**src/rtl/fclass_pipe_if.sv**
```systemverilog
// ---------------------------------------------------------------------------
// fclass_pipe_if -- operand/result bus of the pipelined FP classifier.
//
// Signals:
//   flush      synchronous pipeline kill (issuer -> unit)
//   in_valid   operand valid             (issuer -> unit)
//   in_ready   unit can accept operand   (unit -> issuer)
//   in_data    FP operand, FLEN bits     (issuer -> unit)
//   in_fmt     0 = single, 1 = double    (issuer -> unit)
//   in_tag     opaque tag                (issuer -> unit)
//   out_valid  result valid              (unit -> consumer)
//   out_ready  consumer accepts result   (consumer -> unit)
//   out_class  32-bit class mask         (unit -> consumer)
//   out_tag    tag of the result         (unit -> consumer)
//
// Modports: master = issuer/consumer side, slave = the classifier unit.
// ---------------------------------------------------------------------------
interface fclass_pipe_if #(
    parameter int FLEN  = 64,
    parameter int TAG_W = 5
);
    logic             flush;
    logic             in_valid;
    logic             in_ready;
    logic [FLEN-1:0]  in_data;
    logic             in_fmt;
    logic [TAG_W-1:0] in_tag;
    logic             out_valid;
    logic             out_ready;
    logic [31:0]      out_class;
    logic [TAG_W-1:0] out_tag;

    modport master (
        output flush, in_valid, in_data, in_fmt, in_tag, out_ready,
        input  in_ready, out_valid, out_class, out_tag
    );

    modport slave (
        input  flush, in_valid, in_data, in_fmt, in_tag, out_ready,
        output in_ready, out_valid, out_class, out_tag
    );
endinterface

```
**src/rtl/fclass_pipe.sv**
```systemverilog
// ---------------------------------------------------------------------------
// fclass_pipe -- two-stage pipelined RISC-V FCLASS.S / FCLASS.D unit.
//
// S1 registers the decoded field flags (sign, exponent all-ones/all-zeros,
// mantissa zero, mantissa MSB, NaN-box ok) plus the tag. S2 registers the
// one-hot class mask plus the tag and drives the result side of the bus.
// Capacity is two operands; order is preserved; flush kills both stages.
//
// Ports:
//   clk    clock, rising edge
//   rst_n  asynchronous active-low reset
//   bus    fclass_pipe_if.slave (flush, in_* handshake, out_* handshake)
// ---------------------------------------------------------------------------
module fclass_pipe #(
    parameter int FLEN  = 64,
    parameter int TAG_W = 5
) (
    input  logic          clk,
    input  logic          rst_n,
    fclass_pipe_if.slave  bus
);

    // Class mask bit positions (architectural order).
    localparam int NEG_INF  = 0;
    localparam int NEG_NORM = 1;
    localparam int NEG_SUB  = 2;
    localparam int NEG_ZERO = 3;
    localparam int POS_ZERO = 4;
    localparam int POS_SUB  = 5;
    localparam int POS_NORM = 6;
    localparam int POS_INF  = 7;
    localparam int SNAN     = 8;
    localparam int QNAN     = 9;

    // ---------------------------------------------------------------
    // Operand decode (combinational, feeds S1 only)
    // ---------------------------------------------------------------
    logic d_sign;
    logic d_exp_ones;
    logic d_exp_zero;
    logic d_man_zero;
    logic d_man_msb;
    logic d_box_ok;

    generate
        if (FLEN == 64) begin : g_flen64
            always_comb begin
                // NOTE: every output of a combinational block gets a default
                // first, so no path through the branches can infer a latch.
                d_sign     = 1'b0;
                d_exp_ones = 1'b0;
                d_exp_zero = 1'b0;
                d_man_zero = 1'b0;
                d_man_msb  = 1'b0;
                d_box_ok   = 1'b1;
                if (bus.in_fmt) begin
                    d_sign     = bus.in_data[63];
                    d_exp_ones = &bus.in_data[62:52];
                    d_exp_zero = ~|bus.in_data[62:52];
                    d_man_zero = ~|bus.in_data[51:0];
                    d_man_msb  = bus.in_data[51];
                end else begin
                    // A single held in a 64-bit register must be NaN-boxed.
                    d_box_ok   = &bus.in_data[63:32];
                    d_sign     = bus.in_data[31];
                    d_exp_ones = &bus.in_data[30:23];
                    d_exp_zero = ~|bus.in_data[30:23];
                    d_man_zero = ~|bus.in_data[22:0];
                    d_man_msb  = bus.in_data[22];
                end
            end
        end else begin : g_flen32
            // Only single precision exists; in_fmt is ignored.
            always_comb begin
                d_box_ok   = 1'b1;
                d_sign     = bus.in_data[31];
                d_exp_ones = &bus.in_data[30:23];
                d_exp_zero = ~|bus.in_data[30:23];
                d_man_zero = ~|bus.in_data[22:0];
                d_man_msb  = bus.in_data[22];
            end
        end
    endgenerate

    // ---------------------------------------------------------------
    // Pipeline state
    // ---------------------------------------------------------------
    logic             s1_valid;
    logic             s1_sign;
    logic             s1_exp_ones;
    logic             s1_exp_zero;
    logic             s1_man_zero;
    logic             s1_man_msb;
    logic             s1_box_ok;
    logic [TAG_W-1:0] s1_tag;

    logic             s2_valid;
    logic [9:0]       s2_mask;
    logic [TAG_W-1:0] s2_tag;

    // ---------------------------------------------------------------
    // Flow control
    // ---------------------------------------------------------------
    logic s2_drain;
    logic s2_free;
    logic advance;
    logic accept;

    assign s2_drain     = s2_valid & bus.out_ready;
    assign s2_free      = ~s2_valid | bus.out_ready;
    assign advance      = s1_valid & s2_free;
    // S1 can take a new operand if it is empty or moving on this edge.
    assign bus.in_ready = ~s1_valid | s2_free;
    assign accept       = bus.in_valid & bus.in_ready;

    // ---------------------------------------------------------------
    // Class mask from S1 flags
    // ---------------------------------------------------------------
    logic [9:0] s1_mask;

    always_comb begin
        s1_mask = '0;
        if (!s1_box_ok) begin
            // Improperly boxed single reads as the canonical quiet NaN.
            s1_mask[QNAN] = 1'b1;
        end else if (s1_exp_ones) begin
            if (s1_man_zero)     s1_mask[s1_sign ? NEG_INF : POS_INF] = 1'b1;
            else if (s1_man_msb) s1_mask[QNAN] = 1'b1;
            else                 s1_mask[SNAN] = 1'b1;
        end else if (s1_exp_zero) begin
            if (s1_man_zero) s1_mask[s1_sign ? NEG_ZERO : POS_ZERO] = 1'b1;
            else             s1_mask[s1_sign ? NEG_SUB  : POS_SUB]  = 1'b1;
        end else begin
            s1_mask[s1_sign ? NEG_NORM : POS_NORM] = 1'b1;
        end
    end

    // ---------------------------------------------------------------
    // S1 register
    // ---------------------------------------------------------------
    // NOTE: sequential state is written only with non-blocking assignments,
    // so every register samples values from before the edge.
    always_ff @(posedge clk or negedge rst_n) begin
        if (!rst_n) begin
            s1_valid    <= 1'b0;
            s1_sign     <= 1'b0;
            s1_exp_ones <= 1'b0;
            s1_exp_zero <= 1'b0;
            s1_man_zero <= 1'b0;
            s1_man_msb  <= 1'b0;
            s1_box_ok   <= 1'b1;
            s1_tag      <= '0;
        end else if (bus.flush) begin
            s1_valid <= 1'b0;
        end else if (accept) begin
            s1_valid    <= 1'b1;
            s1_sign     <= d_sign;
            s1_exp_ones <= d_exp_ones;
            s1_exp_zero <= d_exp_zero;
            s1_man_zero <= d_man_zero;
            s1_man_msb  <= d_man_msb;
            s1_box_ok   <= d_box_ok;
            s1_tag      <= bus.in_tag;
        end else if (advance) begin
            s1_valid <= 1'b0;
        end
    end

    // ---------------------------------------------------------------
    // S2 register (drives the result side)
    // ---------------------------------------------------------------
    always_ff @(posedge clk or negedge rst_n) begin
        if (!rst_n) begin
            s2_valid <= 1'b0;
            s2_mask  <= '0;
            s2_tag   <= '0;
        end else if (bus.flush) begin
            s2_valid <= 1'b0;
        end else if (advance) begin
            s2_valid <= 1'b1;
            s2_mask  <= s1_mask;
            s2_tag   <= s1_tag;
        end else if (s2_drain) begin
            s2_valid <= 1'b0;
        end
    end

    assign bus.out_valid = s2_valid;
    assign bus.out_class = {22'b0, s2_mask};
    assign bus.out_tag   = s2_tag;

endmodule

```
**src/flat_wrapper.sv**
```systemverilog
// flat-port wrapper written by rule: the top's interface ports become plain ports
module fclass_pipe_flat 
#(
    parameter int FLEN  = 64,
    parameter int TAG_W = 5
)
  (clk, rst_n, bus_flush, bus_in_valid, bus_in_data, bus_in_fmt, bus_in_tag, bus_out_ready, bus_in_ready, bus_out_valid, bus_out_class, bus_out_tag);
  fclass_pipe_if #(.FLEN(FLEN), .TAG_W(TAG_W)) bus_i ();
  input  logic clk;
  input  logic rst_n;
  input wire logic [$bits(bus_i.flush)-1:0] bus_flush;
  input wire logic [$bits(bus_i.in_valid)-1:0] bus_in_valid;
  input wire logic [$bits(bus_i.in_data)-1:0] bus_in_data;
  input wire logic [$bits(bus_i.in_fmt)-1:0] bus_in_fmt;
  input wire logic [$bits(bus_i.in_tag)-1:0] bus_in_tag;
  input wire logic [$bits(bus_i.out_ready)-1:0] bus_out_ready;
  output wire logic [$bits(bus_i.in_ready)-1:0] bus_in_ready;
  output wire logic [$bits(bus_i.out_valid)-1:0] bus_out_valid;
  output wire logic [$bits(bus_i.out_class)-1:0] bus_out_class;
  output wire logic [$bits(bus_i.out_tag)-1:0] bus_out_tag;
  assign bus_i.flush = bus_flush;
  assign bus_i.in_valid = bus_in_valid;
  assign bus_i.in_data = bus_in_data;
  assign bus_i.in_fmt = bus_in_fmt;
  assign bus_i.in_tag = bus_in_tag;
  assign bus_i.out_ready = bus_out_ready;
  assign bus_in_ready = bus_i.in_ready;
  assign bus_out_valid = bus_i.out_valid;
  assign bus_out_class = bus_i.out_class;
  assign bus_out_tag = bus_i.out_tag;
  fclass_pipe #(.FLEN(FLEN), .TAG_W(TAG_W)) u_core (.clk(clk), .rst_n(rst_n), .bus(bus_i));
endmodule
```
**config.mk**
```make
export PLATFORM = sky130hd
export DESIGN_NAME = fclass_pipe_flat
export DESIGN_NICKNAME = d
export VERILOG_FILES = /design/src/rtl/fclass_pipe_if.sv /design/src/rtl/fclass_pipe.sv /design/src/flat_wrapper.sv
export SDC_FILE = /design/constraint.sdc
export NUM_CORES = 1
export LEC_CHECK = 0
export BUFFER_PORTS_ARGS = -buffer_cell sky130_fd_sc_hd__buf_4
export CAP_MARGIN = 10
export CORE_AREA = 5 5 67 69
export DETAILED_ROUTE_END_ITERATION = 8
export DIE_AREA = 0 0 72 74
export GPL_ROUTABILITY_DRIVEN = 0
export GPL_TIMING_DRIVEN = 0
export PLACE_DENSITY = 0.9
export SLEW_MARGIN = 20
export SYNTH_ARGS = -nofsm -noshare
export SYNTH_HDL_FRONTEND = slang
export SYNTH_SLANG_ARGS = --single-unit
```
**constraint.sdc**
```tcl
create_clock -name clk -period 2.65 [get_ports clk]
set_input_delay 0.1325 -clock clk [delete_from_list [all_inputs] [get_ports clk]]
set_output_delay 0.1325 -clock clk [all_outputs]
set_load 0.005 [all_outputs]
```
==> flow_metrics.py <==
metrics = {
    "run_status": {
        "status": "finished clean",
    },
    "floorplan": {
        "initial_core_util_pct": 40.46,
        "fp-row-count": 23,
        "fp.dieW_um": 72,
        "io_pins": 114,
        "die-area_um2": 5328,
        "core_um2": 3856,
        "die_h_um": 74,
    },
    "timing": {
        "skew_ps": 3.423,
        "setup_viol": 0,
        "period_minus_slack_ps": 1545,
        "tns_ps": 0,
        "timing.final.ws_setup_ps": 1105,
        "fmax_mhz": 647.2,
        "period_share_pct": 58.31,
        "final-hold-violation-count": 0,
        "rsz0062_at_grt": "false",
        "drv_slew": 0,
    },
    "clock_tree": {
        "htreeDepth": 1,
        "path_clk_slew_ps": 90,
        "clkSinkCount": 28,
        "clock_latency_ps": 270,
        "ctsHoldBuffers": 1,
        "cts_resized": 0,
        "cts_inserted_buffers": 3,
        "tritoncts": "done",
        "postCtsSetupRepairBufs": 0,
        "clockRootBuffer": "clkbuf_8",
        "clock_path_buffers": 2,
    },
    "final_layout": {
        "nNetsFinal": 342,
        "drive_gt1_share_pct": 50.75,
        "final_common_cell": "buf_4",
        "n_antenna_cell": 0,
        "fillers": 336,
        "instances_no_fill": 316,
        "final_util_pct": 63.34,
        "area_delta_synth_final_pct": 56.54,
        "final_cell_mix": "112 x buf_4, 27 x dfrtp_1, 22 x conb_1",
        "final_area_um2": 2442,
    },
    "logic_synthesis": {
        "postSynth.asyncResetShare_pct": 100.0,
        "yosysUniqueCellTypes": 29,
        "syn_avg_cell_area_um2": 10.40,
        "synthFlopType": "dfrtp_1",
        "ys_seq_area_share_pct": 44.99,
        "syn_inst": 150,
        "syn-cell-area_um2": 1560,
        "yosys_warnings": 0,
        "synth_enable_flop_cells": 0,
        "ys_ff_latch": 28,
    },
    "power_and_ir_drop": {
        "p_leak_nw": 1.203,
        "vdd_drop_max_v": 0.0001786,
        "power_density_nw_per_um2": 427.1,
    },
    "worst_hold_path": {
        "min-delay-start": "bus_flush",
        "hold_path_depth": 2,
        "hold_end": "u_core.s1_valid",
        "hold_class": "in2reg",
    },
    "setup_path": {
        "cp-start-kind": "flip-flop",
        "endpoint_kind": "flip-flop",
        "worstReg2RegStart": "u_core.bus.out_valid",
        "crit_fanout": 10,
        "arrival_ps": 1700,
        "required_ps": 2800,
        "r2r_end": "u_core.s2_mask[7]",
        "reg2regPathDepth": 4,
        "critPathKind": "reg2reg",
        "reg2reg_slack_ps": 1100,
    },
    "global_route": {
        "grt_pass1_wl_um": 7100,
        "overflow": 0,
        "grt_max_degree": 29,
        "grt_pass1_vias": 1594,
        "track_usage_pct": 16.83,
        "antenna_found_initial": 0,
    },
    "placed_design": {
        "dp_hpwl_um": 3835,
        "place_area_um2": 2377,
        "dp.cells": 311,
        "place_ws_ps": 1110,
        "port_buffers": 90,
    },
    "detailed_routing": {
        "routedWlPerCell_um": 14.15,
        "routed_wl_um": 4472,
        "vias": 1542,
        "drtIter0Drc": 91,
        "dr.pass1.iters": 4,
        "ant_nets": 0,
        "vias_per_cell": 4.880,
        "remaining_drc_errors": 0,
    },
    "job": {
        "maxCapViolCount": 0,
    },
}
layout make-up:
class	instances	area, um2	share of cell area [%]
sequential	28	701.9	28.74
inverter	5	18.77	0.7684
clock buffer	4	55.05	2.254
multi-input combinational	112	729.5	29.87
buffer	26	188.9	7.736
tap	50	62.56	2.561
timing repair buffer	91	685.7	28.07
flip-flops by register name, indices dropped and copies added, names as in the netlist:
name,cells
u_core.s1_man_zero,1
u_core.bus.out_tag,5
u_core.s1_valid,1
u_core.s1_exp_zero,1
u_core.s2_mask,10
u_core.s1_tag,5
u_core.s1_exp_ones,1
u_core.s1_man_msb,1
u_core.bus.out_valid,1
u_core.s1_box_ok,1
u_core.s1_sign,1
routing by layer:
metal,global-route usage (%),wire (um),share of wire [%],vias up
met5,0,0,0,-
met4,5.010,42,0.94,0
met3,6.757,563,13,4
met2,29.90,2308,52,81
met1,18.65,1557,35,700
li1,-,-,-,757
where the power goes:
part / total [mW] / internal, mW / switching, mW
clock network: 0.254 / 0.133 / 0.121
registers: 0.510 / 0.481 / 0.0291
logic: 0.279 / 0.179 / 0.100
Yosys cell counts, types with 3 or more instances:
master / n / area, um2
o21ai_0: 6 / 30.03
a22o_1: 3 / 26.28
nand3_1: 4 / 20.02
o41ai_1: 3 / 26.28
dfrtp_1: 27 / 675.7
mux2_2: 11 / 123.9
nor4_1: 14 / 87.58
buf_4: 22 / 165.2
nor2_1: 5 / 18.77
nor3_1: 5 / 25.02
a32o_1: 4 / 40.04
inv_1: 5 / 18.77
nand2_1: 11 / 41.29
nand4_1: 11 / 68.82
kinds of logic after synthesis:
kind of cell | Yosys count | synth area share (%)
compound gates | 20 | 9.384
buf+inv | 31 | 13.31
flops | 28 | 44.99
mux | 13 | 9.222
other cells | 1 | 0.2403
simple gates | 57 | 22.85
worst max-delay path: stages (launching register included):
cell,delay [ps]
dfrtp_1,400
nor2b_4,130
or3b_4,400
buf_6,170
o41ai_1,330
how the worst max path moves through the flow:
stage / startpoint / slack (ps) / end
final: u_core.bus.out_valid / 1100 / u_core.s2_mask[7]
after global routing: u_core.bus.out_valid / 1000 / u_core.s2_mask[7]
after CTS: u_core.bus.out_valid / 1090 / u_core.s2_mask[7]
after detailed placement: u_core.bus.out_valid / 1110 / u_core.s2_mask[7]
after global placement: u_core.bus.out_valid / 1140 / u_core.s2_mask[1]
after floorplan: u_core.bus.out_valid / 1190 / u_core.s2_mask[1]
metrics by stage:
step / power, mW / hold WS, ps
after global placement: 0.7877 / 60.14
final: 1.043 / 32.03
after detailed placement: 0.7985 / 66.00
after floorplan: 0.6257 / -163.1
after CTS: 1.057 / 25.87
after global routing: 1.106 / 23.94
No activity file was read; power rests on OpenSTA's default activity.
